### config.mk
export PLATFORM = sky130hd
export DESIGN_NAME = id_ex_alu_ctrl
export DESIGN_NICKNAME = d
export VERILOG_FILES = /design/src/rtl/alu_pkg.sv /design/src/rtl/alu_ctrl_decode.sv /design/src/rtl/id_ex_alu_ctrl.sv
export SDC_FILE = /design/constraint.sdc
export NUM_CORES = 1
export LEC_CHECK = 0
export CORE_MARGIN = 1
export CORE_UTILIZATION = 35
export CTS_BUF_LIST = sky130_fd_sc_hd__clkbuf_2
export CTS_CLUSTER_SIZE = 24
export DETAILED_ROUTE_END_ITERATION = 8
export PLACE_DENSITY_LB_ADDON = 0.05
export SLEW_MARGIN = 10
export SYNTH_ARGS = -nofsm -noshare
export SYNTH_HDL_FRONTEND = slang
export SYNTH_SLANG_ARGS = --single-unit
### constraint.sdc
create_clock -name clk -period 8.9 [get_ports clk]
set_input_delay 1.335 -clock clk [delete_from_list [all_inputs] [get_ports clk]]
set_output_delay 1.335 -clock clk [all_outputs]
set_load 0.005 [all_outputs]
### src/rtl/alu_pkg.sv
// Shared ALU codes, RV32I opcodes and the ID/EX register record.
// Also holds the funct3 -> ALU code helpers used by the decoder.
package alu_pkg;

  localparam int ALU_CODE_W = 5;

  localparam logic [4:0] ALU_ADD      = 5'b00000;
  localparam logic [4:0] ALU_SUB      = 5'b00001;
  localparam logic [4:0] ALU_AND      = 5'b00010;
  localparam logic [4:0] ALU_OR       = 5'b00011;
  localparam logic [4:0] ALU_XOR      = 5'b00110;
  localparam logic [4:0] ALU_PASS_OP2 = 5'b01000;
  localparam logic [4:0] ALU_SRL      = 5'b01010;
  localparam logic [4:0] ALU_SRA      = 5'b01011;
  localparam logic [4:0] ALU_SLL      = 5'b01101;
  localparam logic [4:0] ALU_BEQ      = 5'b10000;
  localparam logic [4:0] ALU_BNE      = 5'b10001;
  localparam logic [4:0] ALU_BLT      = 5'b10010;
  localparam logic [4:0] ALU_BGE      = 5'b10011;
  localparam logic [4:0] ALU_BLTU     = 5'b10100;
  localparam logic [4:0] ALU_BGEU     = 5'b10101;
  localparam logic [4:0] ALU_SLT      = 5'b10110;
  localparam logic [4:0] ALU_SLTU     = 5'b10111;

  localparam logic [6:0] OPC_OP     = 7'b0110011;
  localparam logic [6:0] OPC_OP_IMM = 7'b0010011;
  localparam logic [6:0] OPC_LUI    = 7'b0110111;
  localparam logic [6:0] OPC_AUIPC  = 7'b0010111;
  localparam logic [6:0] OPC_LOAD   = 7'b0000011;
  localparam logic [6:0] OPC_STORE  = 7'b0100011;
  localparam logic [6:0] OPC_BRANCH = 7'b1100011;
  localparam logic [6:0] OPC_JAL    = 7'b1101111;
  localparam logic [6:0] OPC_JALR   = 7'b1100111;

  localparam logic [31:0] NOP_ENC = 32'h00000013;

  typedef struct packed {
    logic                  valid;
    logic [31:0]           instr;
    logic [ALU_CODE_W-1:0] alu_op;
    logic [31:0]           operand1;
    logic [31:0]           operand2;
    logic [31:0]           store_data;
    logic [31:0]           branch_target;
    logic [4:0]            rd;
    logic [2:0]            funct3;
    logic                  reg_write;
    logic                  mem_read;
    logic                  mem_write;
    logic                  is_branch;
    logic                  is_jump;
    logic                  illegal;
  } ex_ctrl_t;

  // alt selects SUB (f3=0) or SRA (f3=5); caller qualifies it per opcode
  function automatic logic [ALU_CODE_W-1:0] arith_code(input logic [2:0] f3, input logic alt);
    case (f3)
      3'd0:    arith_code = alt ? ALU_SUB : ALU_ADD;
      3'd1:    arith_code = ALU_SLL;
      3'd2:    arith_code = ALU_SLT;
      3'd3:    arith_code = ALU_SLTU;
      3'd4:    arith_code = ALU_XOR;
      3'd5:    arith_code = alt ? ALU_SRA : ALU_SRL;
      3'd6:    arith_code = ALU_OR;
      default: arith_code = ALU_AND;
    endcase
  endfunction

  function automatic logic [ALU_CODE_W-1:0] branch_code(input logic [2:0] f3);
    case (f3)
      3'd0:    branch_code = ALU_BEQ;
      3'd1:    branch_code = ALU_BNE;
      3'd4:    branch_code = ALU_BLT;
      3'd5:    branch_code = ALU_BGE;
      3'd6:    branch_code = ALU_BLTU;
      default: branch_code = ALU_BGEU;
    endcase
  endfunction

endpackage

### src/rtl/alu_ctrl_decode.sv
// Combinational RV32I decode into ALU code, operands, branch target and EX control flags.
// Zero latency; no flow control, the ID/EX register above handles stall and flush.
module alu_ctrl_decode
  import alu_pkg::*;
(
  input  logic [31:0] instr,
  input  logic [31:0] pc,
  input  logic [31:0] rs1_data,
  input  logic [31:0] rs2_data,
  output ex_ctrl_t    dec
);

  logic [6:0]  opcode;
  logic [2:0]  f3;
  logic [6:0]  f7;
  logic [31:0] imm_i, imm_s, imm_b, imm_u, imm_j;
  logic        ill;
  ex_ctrl_t    d;

  assign opcode = instr[6:0];
  assign f3     = instr[14:12];
  assign f7     = instr[31:25];
  assign imm_i  = {{20{instr[31]}}, instr[31:20]};
  assign imm_s  = {{20{instr[31]}}, instr[31:25], instr[11:7]};
  assign imm_b  = {{19{instr[31]}}, instr[31], instr[7], instr[30:25], instr[11:8], 1'b0};
  assign imm_u  = {instr[31:12], 12'b0};
  assign imm_j  = {{11{instr[31]}}, instr[31], instr[19:12], instr[20], instr[30:21], 1'b0};

  always_comb begin
    d          = '0;
    d.valid    = 1'b1;
    d.instr    = instr;
    d.rd       = instr[11:7];
    d.funct3   = f3;
    d.alu_op   = ALU_ADD;
    ill        = 1'b0;
    case (opcode)
      OPC_OP: begin
        d.operand1  = rs1_data;
        d.operand2  = rs2_data;
        d.reg_write = 1'b1;
        d.alu_op    = arith_code(f3, f7[5]);
        if (f3 == 3'd1 || f3 == 3'd5) d.operand2 = {27'b0, rs2_data[4:0]};
        if (f7 != 7'h00 && f7 != 7'h20) ill = 1'b1;
        else if (f7 == 7'h20 && f3 != 3'd0 && f3 != 3'd5) ill = 1'b1;
      end
      OPC_OP_IMM: begin
        d.operand1  = rs1_data;
        d.operand2  = imm_i;
        d.reg_write = 1'b1;
        d.alu_op    = arith_code(f3, f7[5] && f3 == 3'd5);
        if (f3 == 3'd1 || f3 == 3'd5) d.operand2 = {27'b0, instr[24:20]};
        if (f3 == 3'd1 && f7 != 7'h00) ill = 1'b1;
        if (f3 == 3'd5 && f7 != 7'h00 && f7 != 7'h20) ill = 1'b1;
      end
      OPC_LUI: begin
        d.alu_op    = ALU_PASS_OP2;
        d.operand2  = imm_u;
        d.reg_write = 1'b1;
      end
      OPC_AUIPC: begin
        d.operand1  = pc;
        d.operand2  = imm_u;
        d.reg_write = 1'b1;
      end
      OPC_LOAD: begin
        d.operand1  = rs1_data;
        d.operand2  = imm_i;
        d.mem_read  = 1'b1;
        d.reg_write = 1'b1;
        if (f3 == 3'd3 || f3 == 3'd6 || f3 == 3'd7) ill = 1'b1;
      end
      OPC_STORE: begin
        d.operand1   = rs1_data;
        d.operand2   = imm_s;
        d.mem_write  = 1'b1;
        d.store_data = rs2_data;
        if (f3 > 3'd2) ill = 1'b1;
      end
      OPC_BRANCH: begin
        d.alu_op        = branch_code(f3);
        d.operand1      = rs1_data;
        d.operand2      = rs2_data;
        d.branch_target = pc + imm_b;
        d.is_branch     = 1'b1;
        if (f3 == 3'd2 || f3 == 3'd3) ill = 1'b1;
      end
      OPC_JAL: begin
        d.operand1      = pc;
        d.operand2      = 32'd4;
        d.branch_target = pc + imm_j;
        d.is_jump       = 1'b1;
        d.reg_write     = 1'b1;
      end
      OPC_JALR: begin
        d.operand1      = pc;
        d.operand2      = 32'd4;
        d.branch_target = (rs1_data + imm_i) & ~32'd1;
        d.is_jump       = 1'b1;
        d.reg_write     = 1'b1;
      end
      default: ill = 1'b1;
    endcase
    if (d.rd == 5'd0) d.reg_write = 1'b0;
    // Illegal keeps identity fields only; EX must not act on any of the rest
    dec = d;
    if (ill) begin
      dec         = '0;
      dec.valid   = 1'b1;
      dec.instr   = instr;
      dec.rd      = d.rd;
      dec.funct3  = f3;
      dec.alu_op  = ALU_ADD;
      dec.illegal = 1'b1;
    end
  end

endmodule

### src/rtl/id_ex_alu_ctrl.sv
// ID-stage ALU control plus ID/EX register; 1-cycle latency, 1 instr/cycle.
// Priority rst > flush > stall > load; stall holds, flush or empty ID loads a bubble.
module id_ex_alu_ctrl
  import alu_pkg::*;
#(
  parameter int          ALU_OP_W  = 5,
  parameter logic [31:0] NOP_INSTR = 32'h00000013
) (
  input  logic                clk,
  input  logic                rst,
  input  logic                id_valid,
  input  logic [31:0]         id_instr,
  input  logic [31:0]         id_pc,
  input  logic [31:0]         id_rs1_data,
  input  logic [31:0]         id_rs2_data,
  input  logic                stall,
  input  logic                flush,
  output logic                ex_valid,
  output logic [31:0]         ex_instr,
  output logic [ALU_OP_W-1:0] ex_alu_operation,
  output logic [31:0]         ex_operand1,
  output logic [31:0]         ex_operand2,
  output logic [31:0]         ex_store_data,
  output logic [31:0]         ex_branch_target,
  output logic [4:0]          ex_rd,
  output logic                ex_reg_write,
  output logic                ex_mem_read,
  output logic                ex_mem_write,
  output logic                ex_is_branch,
  output logic                ex_is_jump,
  output logic                ex_illegal,
  output logic [2:0]          ex_funct3
);

  ex_ctrl_t dec, bubble, ex_d, ex_q;

  alu_ctrl_decode u_decode (
    .instr    (id_instr),
    .pc       (id_pc),
    .rs1_data (id_rs1_data),
    .rs2_data (id_rs2_data),
    .dec      (dec)
  );

  always_comb begin
    bubble       = '0;
    bubble.instr = NOP_INSTR;
    bubble.alu_op = ALU_ADD;
  end

  always_comb begin
    ex_d = ex_q;
    if (flush || (!stall && !id_valid)) ex_d = bubble;
    else if (!stall)                    ex_d = dec;
  end

  always_ff @(posedge clk) begin
    if (rst) ex_q <= bubble;
    else     ex_q <= ex_d;
  end

  assign ex_valid         = ex_q.valid;
  assign ex_instr         = ex_q.instr;
  assign ex_alu_operation = ALU_OP_W'(ex_q.alu_op);
  assign ex_operand1      = ex_q.operand1;
  assign ex_operand2      = ex_q.operand2;
  assign ex_store_data    = ex_q.store_data;
  assign ex_branch_target = ex_q.branch_target;
  assign ex_rd            = ex_q.rd;
  assign ex_reg_write     = ex_q.reg_write;
  assign ex_mem_read      = ex_q.mem_read;
  assign ex_mem_write     = ex_q.mem_write;
  assign ex_is_branch     = ex_q.is_branch;
  assign ex_is_jump       = ex_q.is_jump;
  assign ex_illegal       = ex_q.illegal;
  assign ex_funct3        = ex_q.funct3;

endmodule

==> key figures, run 1 <==
Status
  • Status: finished, final reports clean

Clock tree
  • TritonCTS clock tree: yes
  • Number of cells upsized or downsized after cts: 0
  • Reg clk slew, reported paths: 0.34 ns
  • CTS Buf Count: 17
  • Root buf cell: clkbuf_2
  • Clk buf depth: 2
  • Worst-Skew Late Latency: 0.73 ns
  • H-tree levels: 4
  • # hold bufs at CTS: 0
  • Setup repair bufs after CTS: 0
  • Clock sink count: 172

Cells and area
  • # nets final: 1,728
  • Final cell count without fillers: 1,927
  • # fillers: 2,862
  • Share of cells above drive strength 1: 4.41%
  • Area grow syn2layout: 34.0%

Timing
  • Final WS setup: 3.50 ns
  • Fmax: 185 MHz
  • Worst Tran Pin Value: 1.13 ns
  • Minimum clock period: 5.40 ns
  • Hold Vio Cnt, Final: 0
  • Rel. slew slack: 24.8%
  • Setup TNS: 0 ns
  • Unrepaired setup endpoints after global routing: false
  • Worst hold-check slack: 0.478 ns
  • Worst clock skew: 0 ns
  • Post-route clock period utilization: 60.7%
  • Final setup viols: 0
  • Final max-slew violation count: 0

Power and ir drop
  • Internal power: 1.07 mW
  • Total chip power: 1.68 mW
  • Max VDD drop: 0.0000765 V
  • NetSw: 614 uW
  • Sw Ratio: 36.5%
  • PwrDens: 121 nW/um2
  • Pleak: 5.10 nW
  • Clock power frac: 27.6%
  • Combinational power share: 25.9%
  • Sequential power share: 46.5%

Synthesis
  • Yosys warning count: 0
  • Synthesized area per cell: 8.12 um2
  • Post-Syn Area: 10,400 um2
  • Async S/R FF share, synth: 0%
  • Seq/Total Area, Yosys: 33.1%
  • Ys flop type: dfxtp_1
  • Flops & latches, synth: 172
  • Synth unique cells: 77
  • Post-synth EDFFs: 0
  • Gate Count Post-Synth: 1,280
  • Syn Nets: 1,479

Global route
  • Congestion Overflow GR: 0
  • All-Layer GR Usage: 26.0%
  • First-pass GRT wire length: 60,900 um
  • Vias in the first global route: 9,983
  • Largest net degree at the start of global routing: 79
  • Antenna violations before repair: 1

Setup path
  • Crit path arrival time: 6.15 ns
  • Crit Path Class: in -> reg
  • CP peak stage delay: 0.77 ns
  • Number of buffers and inverters on the critical path: 1
  • Worst-path cell chain: clkdlybuf4s50_1, nor2b_1, nand3_1, nor2_1, nand2_1, nand2_1, nand2_1, ha_1, fa_1, a211oi_2, o211ai_1, a21bo_1, o311a_1, a21oi_2, o21ai_1, a311o_1, xor2_1, a21o_1
  • Nature of the critical path endpoint: register
  • CP top delay family: compound AO/OA/AOI/OAI gates
  • CP Launch Type: input port
  • Most frequent CP cell: nand2_1
  • Largest fanout on the critical path: 13
  • Slowest stage cell, crit path: clkdlybuf4s50_1
  • Data required, critical path: 9.65 ns

Floorplan
  • Die area: 30,400 um2
  • Starting Density: 35.9%
  • Row count: 62
  • Die height: 174 um
  • Die width: 174 um
  • Area of the core: 28,900 um2
  • # IOs: 313

Placed design
  • Post-DP HPWL: 29,400 um
  • Port Buffer Count: 312
  • Final Wtd Congestion: 0.867
  • Placed cell count: 1,894
  • Setup WS pre-CTS: 2.68 ns

Detailed routing
  • DR vias: 10,642
  • Via density: 5.52
  • Avg WL per Cell: 21.0 um
  • DRC: 0
  • DR pass1 iterations: 6
  • Initial DRC count: 875
  • WL final: 40,400 um
  • Final ANT Viol Nets: 0

Job
  • MaxCap Viol Count: 0

Hold path
  • Tightest Hold Check Type: reg -> reg
-- power by group through the flow --
stage	sequential, mW	combinational [mW]	clock, mW
finish	0.782	0.436	0.464
global route	0.783	0.473	0.511
global placement	0.794	0.433	0
floorplan	0.794	0.262	0
CTS	0.782	0.434	0.479
detailed placement	0.794	0.431	0
-- synthesized netlist by cell type (20+ instances only) --
library cell | instances | area, um2
clkbuf_1 | 58 | 218
a22oi_1 | 76 | 571
nor3_1 | 20 | 100
a22o_1 | 39 | 342
xor2_1 | 20 | 175
dfxtp_1 | 172 | 3440
xnor2_1 | 32 | 280
ha_1 | 64 | 801
nand2_1 | 85 | 319
mux2i_1 | 35 | 350
a21oi_1 | 149 | 746
nor2_1 | 199 | 747
o21ai_0 | 41 | 205
a21o_1 | 32 | 240
-- path summary, 6_finish.rpt --
path                         from                   end  slack [ns]  cells after the start
max                   id_instr[6]  ex_branch_target[29]        3.50                     18
min                      ex_valid              ex_valid        0.48                      2
max reg2reg  ex_branch_target[18]  ex_branch_target[18]        7.96                      2
min reg2reg              ex_valid              ex_valid        0.48                      2
-- per-layer routing --
layer  wire length (um)  global-route usage, %  vias up
li1                   -                      -     5187
met1              18100                   34.2     5028
met2              19000                   43.9      386
met3               2460                   4.22       41
met4                773                   6.47        0
met5                  0                      0        -
-- final cells by class --
cell class	count	area, um2	share of cell area (%)
inverter	17	63.8	0.458
sequential	172	3440	24.7
clock inverter	15	170	1.22
clock buffer	17	85.1	0.611
multi-input combinational	1000	6510	46.7
antenna	1	2.50	0.0180
timing repair buffer	321	3180	22.8
tap	384	480	3.45
-- registers in the layout, indices dropped and copies added (netlist names) --
register and cells:
ex_alu_operation 5, ex_instr 32, ex_branch_target 32, ex_mem_write 1
ex_illegal 1, ex_store_data 32, ex_is_branch 1, ex_reg_write 1
ex_valid 1, ex_operand1 32, ex_operand2 32, ex_is_jump 1
ex_mem_read 1
-- layout by cell type (no fill, tap or decap), types with 5 or more instances in the layout --
cell type / Yosys / routed
nor3_1: 20 / 20
nand2_1: 85 / 85
a222oi_1: 7 / 7
o21bai_1: 8 / 8
a221oi_1: 6 / 6
nand4_1: 13 / 13
o21ai_0: 41 / 41
a22o_1: 39 / 39
o21a_1: 17 / 17
inv_8: 0 / 5
ha_1: 64 / 64
and2_1: 9 / 8
buf_4: 9 / 10
a21o_1: 32 / 32
o21ai_1: 17 / 15
dfxtp_1: 172 / 172
a211oi_1: 7 / 7
mux2i_1: 35 / 35
xnor2_1: 32 / 32
or3_1: 8 / 8
nand2b_1: 8 / 8
nand3_1: 13 / 13
nor2b_1: 10 / 10
nor2_1: 199 / 198
o22ai_1: 8 / 8
a21oi_1: 149 / 148
clkdlybuf4s50_1: 0 / 310
clkbuf_2: 0 / 17
a31oi_1: 5 / 5
inv_1: 17 / 17
a22oi_1: 76 / 76
xor2_1: 20 / 20
-- through the flow --
stage / utilization, % / area (um2)
after CTS: 48.2 / 13900
after global placement: 47.3 / 13700
after detailed placement: 47.3 / 13700
after floorplan: - / 10400
final: 48.2 / 13900
after global routing: 48.2 / 13900
-- logic make-up (layout without fill, tap and decap cells) --
group,Yosys count,after routing,share of synthesized area (%)
adder cells (fa/ha/maj),66,66,8.09
XOR/XNOR,52,52,4.38
other,0,1,0
AND/OR/NAND/NOR,381,381,16.0
AO/OA/AOI/OAI,466,466,30.3
flip-flops,172,172,33.1
buffers and inverters,108,370,4.67
multiplexers,35,35,3.37
-- worst register-to-register path, stage by stage (launching register included) --
cell,delay [ns]
dfxtp_1,0.43
a222oi_1,0.34
nor3_1,0.08
Note: power is estimated with default switching activity, not from simulation.
==> inputs of run 2 (changes only) <==
==> constraint.sdc (replaced) <==
create_clock -name clk -period 4.73 [get_ports clk]
set_input_delay 0.7095 -clock clk [delete_from_list [all_inputs] [get_ports clk]]
set_output_delay 0.7095 -clock clk [all_outputs]
set_load 0.005 [all_outputs]
==> run 2 against run 1 <==
Flip-flop and latch count did not move. Largest power group unchanged. Combinational power rose by 100%. Worst setup slack worse by 2.7 ns. Global-route usage up 0.55 points. Critical endpoint is now ex_branch_target[28]. Routed wire length grew 1.1%. Final cell count up 3.6%.
==> key figures, run 2 (synthesized netlist as in run 1, its figures left out) <==
Power and ir drop
  • Internal power: 2.04 mW (+91%)
  • Pleak: 5.43 nW (+6.3%)
  • Max VDD drop: 0.000181 V (+140%)
  • NetSw: 1.13 mW (+84%)
  • Sequential power share: 46.4% (about the same)
  • Combinational power share: 27.7% (+1.8 points)
  • Sw Ratio: 35.7% (-0.81 points)
  • PwrDens: 219 nW/um2 (+82%)
  • Clock power frac: 25.9% (-1.7 points)

Clock tree
  • CTS Buf Count: 17 (unchanged)
  • Root buf cell: clkbuf_2
  • H-tree levels: 4 (unchanged)
  • Worst-Skew Late Latency: 0.74 ns (about the same)
  • TritonCTS clock tree: yes
  • Reg clk slew, reported paths: 0.31 ns (-0.03 ns)
  • # hold bufs at CTS: 0 (unchanged)
  • Clock sink count: 172 (unchanged)
  • Setup repair bufs after CTS: 0 (unchanged)
  • Number of cells upsized or downsized after cts: 0 (unchanged)
  • Clk buf depth: 2 (unchanged)

Setup path
  • Crit Path Class: in -> reg
  • Nature of the critical path endpoint: register
  • CP Launch Type: input port
  • R2R Setup Slk: 3.79 ns (-4.17 ns)
  • Data required, critical path: 5.42 ns (-4.23 ns)
  • Largest fanout on the critical path: 4 (-9)
  • Crit path arrival time: 4.63 ns (-1.52 ns)

Timing
  • Fmax: 253 MHz
  • Post-route clock period utilization: 83.4%
  • Final setup viols: 0 (unchanged)
  • Final max-slew violation count: 0 (unchanged)
  • Hold Vio Cnt, Final: 0 (unchanged)
  • Rel. slew slack: 26.1% (+1.4 points)
  • Minimum clock period: 3.94 ns
  • Worst Tran Pin Value: 1.11 ns (-0.0206 ns)
  • Final WS setup: 0.785 ns (-2.71 ns)
  • Setup TNS: 0 ns (unchanged)
  • Unrepaired setup endpoints after global routing: false
  • Worst clock skew: 0 ns (unchanged)

Hold path
  • Tightest Hold Check Type: reg -> reg

Job
  • MaxCap Viol Count: 0 (unchanged)

Global route
  • Vias in the first global route: 10,448 (+4.7%)
  • Congestion Overflow GR: 0 (unchanged)
  • First-pass GRT wire length: 62,400 um (+2.5%)
  • Antenna violations before repair: 1 (unchanged)
  • Largest net degree at the start of global routing: 73 (-7.6%)
  • All-Layer GR Usage: 26.5% (+0.55 points)

Cells and area
  • Area grow syn2layout: 39.0%
  • Utilization after layout: 49.9% (+1.8 points)
  • # nets final: 1,799 (+4.1%)
  • Final Cell Area: 14,500 um2 (+3.7%)
  • Commonest cells after routing, fill and taps aside: clkdlybuf4s50_1 (310), nor2_1 (198), dfxtp_1 (172)
  • Commonest non-fill, non-tap cell in the layout: clkdlybuf4s50_1
  • Share of cells above drive strength 1: 8.56% (+4.2 points)

Detailed routing
  • DR pass1 iterations: 5 (-1)
  • Avg WL per Cell: 20.4 um (-2.5%)
  • DRC: 0 (unchanged)
  • Initial DRC count: 832 (-4.9%)
  • DR vias: 10,941 (+2.8%)
  • Via density: 5.48 (-0.79%)
  • Final ANT Viol Nets: 0 (unchanged)
  • WL final: 40,800 um (+1.1%)

Floorplan
  • Row count: 62 (unchanged)
  • Die width: 174 um (unchanged)
  • Die area: 30,400 um2 (unchanged)
  • Area of the core: 28,900 um2 (unchanged)
  • Starting Density: 35.9% (unchanged)
  • Die height: 174 um (unchanged)
  • # IOs: 313 (unchanged)

Placed design
  • Setup WS pre-CTS: -0.0484 ns (-2.73 ns)
  • Placement Cell Area: 14,200 um2 (+3.9%)
  • Port Buffer Count: 312 (unchanged)
  • Post-DP HPWL: 31,200 um (+6.0%)
  • Final Wtd Congestion: 0.918 (+5.8%)

Status
  • Status: finished, final reports clean
run 2: worst paths after layout:
kind | cells past startpoint | startpoint | endpoint
max | 20 | id_instr[6] | ex_branch_target[28]
min | 2 | ex_valid | ex_valid
max reg2reg | 2 | ex_branch_target[18] | ex_branch_target[18]
min reg2reg | 2 | ex_valid | ex_valid
run 2: routing by layer:
layer	track usage (%)	up-vias	wire length [um]	share of wire, %
met5	0	-	0	0
met4	5.88	0	668	1.6
met3	3.96	35	2460	6.0
met2	44.6	400	19200	47
met1	35.6	5180	18500	45
li1	-	5326	-	-
run 2: power groups by stage:
| stage | clock (mW) | combinational, mW | sequential [mW] |
|---|---|---|---|
| 3_5_place_dp | 0 | 0.869 | 1.49 |
| 4_1_cts | 0.853 | 0.875 | 1.47 |
| 5_1_grt | 0.909 | 0.954 | 1.47 |
| 3_3_place_gp | 0 | 0.874 | 1.49 |
| 2_1_floorplan | 0 | 0.493 | 1.49 |
| 6_report | 0.822 | 0.878 | 1.47 |
run 2: stage by stage:
stage	hold WS (ns)	total power, mW	std cells
2_1_floorplan	0.444	1.99	1280
5_1_grt	0.427	3.34	1997
6_report	0.473	3.17	1997
3_3_place_gp	0.438	2.37	1965
4_1_cts	0.436	3.20	1996
3_5_place_dp	0.448	2.36	1965
run 2: critical path, cell delays in order:
cell,delay [ns]
clkdlybuf4s50_1,0.48
nor2b_1,0.18
nand3_1,0.11
nor2_1,0.25
nand2_1,0.16
buf_4,0.16
buf_4,0.12
nand2_1,0.06
nand2_1,0.08
ha_1,0.30
and3_1,0.19
o21a_1,0.16
o31ai_1,0.07
buf_4,0.14
o311ai_1,0.53
nand2_1,0.11
o21a_1,0.22
o21ai_0,0.20
xnor2_1,0.08
a221o_1,0.31
run 2: cell type report:
class	count	area (um2)
fill	2893	14500
inverter	17	63.8
antenna	1	2.50
multi-input combinational	1000	6510
sequential	172	3440
tap	384	480
clock buffer	17	85.1
clock inverter	14	151
timing repair buffer	392	3720
==> inputs of run 3 (changes only) <==
==> constraint.sdc (replaced) <==
create_clock -name clk -period 3.55 [get_ports clk]
set_input_delay 0.5325 -clock clk [delete_from_list [all_inputs] [get_ports clk]]
set_output_delay 0.5325 -clock clk [all_outputs]
set_load 0.005 [all_outputs]
==> run 3 against run 2 <==
Non-clock buffer count rose by 83. Die area did not move. Count of clock-buffer cells in the layout did not move. Design area rose by 5.7%. Total power rose by 41%. Global-route usage rose by 0.84 points.
==> key figures, run 3 (synthesized netlist as in run 1, its figures left out) <==
Placed design
  • Placement Cell Area: 14,900 um2 (+4.9%)
  • Final Wtd Congestion: 0.916 (-0.20%)
  • Post-DP HPWL: 32,800 um (+5.0%)
  • Placed cell count: 2,045 (+4.1%)
  • Setup WS pre-CTS: -0.903 ns (-0.855 ns)
  • Port Buffer Count: 312 (unchanged)

Cells and area
  • Utilization after layout: 52.8% (+2.9 points)
  • Share of cells above drive strength 1: 14.0% (+5.5 points)
  • Final cell count without fillers: 2,082 (+4.3%)
  • Final Cell Area: 15,300 um2 (+5.7%)
  • Commonest non-fill, non-tap cell in the layout: clkdlybuf4s50_1
  • # nets final: 1,882 (+4.6%)
  • Area grow syn2layout: 47.0%
  • Commonest cells after routing, fill and taps aside: clkdlybuf4s50_1 (307), nor2_1 (198), dfxtp_1 (172)
  • # fillers: 2,784 (-3.8%)

Detailed routing
  • Avg WL per Cell: 20.2 um (-1.1%)
  • Initial DRC count: 935 (+12%)
  • DRC: 0 (unchanged)
  • DR vias: 11,190 (+2.3%)
  • DR pass1 iterations: 5 (unchanged)
  • WL final: 42,100 um (+3.1%)
  • Via density: 5.37 (-1.9%)
  • Final ANT Viol Nets: 0 (unchanged)

Clock tree
  • Clock sink count: 172 (unchanged)
  • Reg clk slew, reported paths: 0.31 ns (about the same)
  • TritonCTS clock tree: yes
  • Clk buf depth: 2 (unchanged)
  • Worst-Skew Late Latency: 0.75 ns (about the same)
  • H-tree levels: 4 (unchanged)
  • Root buf cell: clkbuf_2
  • CTS Buf Count: 17 (unchanged)
  • # hold bufs at CTS: 0 (unchanged)

Global route
  • All-Layer GR Usage: 27.4% (+0.84 points)
  • Vias in the first global route: 10,793 (+3.3%)
  • First-pass GRT wire length: 64,600 um (+3.5%)
  • Largest net degree at the start of global routing: 68 (-6.8%)
  • Congestion Overflow GR: 0 (unchanged)
  • Antenna violations before repair: 2 (+1)

Timing
  • Fmax: 289 MHz
  • Post-route clock period utilization: 97.3%
  • Hold Vio Cnt, Final: 0 (unchanged)
  • Worst clock skew: 0 ns (unchanged)
  • Worst Tran Pin Value: 0.909 ns (-0.199 ns)
  • Final max-slew violation count: 0 (unchanged)
  • Minimum clock period: 3.45 ns
  • Worst hold-check slack: 0.201 ns (-0.273 ns)
  • Final WS setup: 0.0950 ns (-0.690 ns)
  • Final setup viols: 0 (unchanged)
  • Rel. slew slack: 39.4% (+13 points)

Floorplan
  • Die width: 174 um (unchanged)
  • Area of the core: 28,900 um2 (unchanged)
  • Die height: 174 um (unchanged)
  • Starting Density: 35.9% (unchanged)
  • Row count: 62 (unchanged)
  • # IOs: 313 (unchanged)
  • Die area: 30,400 um2 (unchanged)

Hold path
  • Hold EP: ex_valid
  • Tightest Hold Check Type: in -> reg
  • Hold path cells: 2 (unchanged)
  • Hold Path Origin: stall

Job
  • MaxCap Viol Count: 0 (unchanged)

Power and ir drop
  • Pleak: 5.91 nW (+8.9%)
  • PwrDens: 292 nW/um2 (+33%)
  • Max VDD drop: 0.000212 V (+17%)

Status
  • Status: finished, final reports clean

Setup path
  • FF-to-FF Start: ex_branch_target[18]
  • Largest fanout on the critical path: 3 (-1)
  • Worst-case reg-to-reg path depth: 2 (unchanged)
  • Data required, critical path: 4.25 ns (-1.17 ns)
  • Crit Path Class: in -> reg
  • Crit path arrival time: 4.16 ns (-0.47 ns)
  • Nature of the critical path endpoint: register
  • CP Launch Type: input port
  • Crit Reg-Reg Endpoint: ex_branch_target[18]
  • R2R Setup Slk: 2.61 ns (-1.18 ns)
-- run 3: how the worst max path moves through the flow --
stage / to / cells past startpoint / from / slack (ns)
detailed placement: ex_branch_target[27] / 19 / id_instr[4] / -0.90
global route: ex_branch_target[29] / 17 / id_instr[2] / -0.001
global placement: ex_branch_target[27] / 19 / id_instr[4] / -0.86
floorplan: ex_branch_target[29] / 20 / id_instr[4] / -0.38
finish: ex_branch_target[29] / 17 / id_instr[2] / 0.1
CTS: ex_branch_target[27] / 19 / id_instr[6] / 0.0003
-- run 3: cell type report --
cell class | count | area [um2] | share of cell area, %
antenna | 2 | 5.00 | 0.0328
clock inverter | 15 | 199 | 1.30
clock buffer | 17 | 85.1 | 0.557
inverter | 17 | 63.8 | 0.418
timing repair buffer | 475 | 4400 | 28.8
multi-input combinational | 1000 | 6610 | 43.2
tap | 384 | 480 | 3.14
sequential | 172 | 3440 | 22.5
-- run 3: report_power, final --
part | internal, mW | total (mW) | leakage, nW | switching (mW)
Clock | 0.313 | 1.20 | 0.161 | 0.890
Sequential | 1.95 | 1.96 | 1.39 | 0.00687
Combinational | 0.621 | 1.30 | 4.36 | 0.678
-- run 3: timing repair --
| item | CTS | global route |
|---|---|---|
| gates resized for setup | 2 | 13 |
| pin swaps | 8 | 11 |
| buffers inserted | 1 | 2 |
| endpoints found under the setup margin | 2 | 5 |
-- run 3: per-stage QoR --
stage	power, mW	setup TNS [ns]
2_1_floorplan	2.66	-0.916
3_3_place_gp	3.27	-13.95
3_5_place_dp	3.26	-14.05
4_1_cts	4.48	0
5_1_grt	4.69	-0.00150
6_report	4.46	0
-- run 3: critical path: stages --
cell and delay (ns):
clkdlybuf4s50_1 0.55, nand3_4 0.10, nor2_4 0.16, nand2_2 0.09, nand2_2 0.07, nand2_1 0.06
ha_2 0.19, fa_2 0.36, a211oi_4 0.25, o211ai_1 0.16, a21bo_1 0.24, o311a_1 0.39
a21oi_2 0.21, o21ai_2 0.09, a311o_1 0.37, xor2_1 0.14, a21o_1 0.17
-- run 3: per-layer routing --
metal | global-route usage (%) | part of all wire (%) | vias up
li1 | - | - | 5477
met1 | 36.5 | 45 | 5347
met2 | 46.4 | 48 | 336
met3 | 4.18 | 5.5 | 30
met4 | 5.77 | 1.7 | 0
met5 | 0 | 0 | -
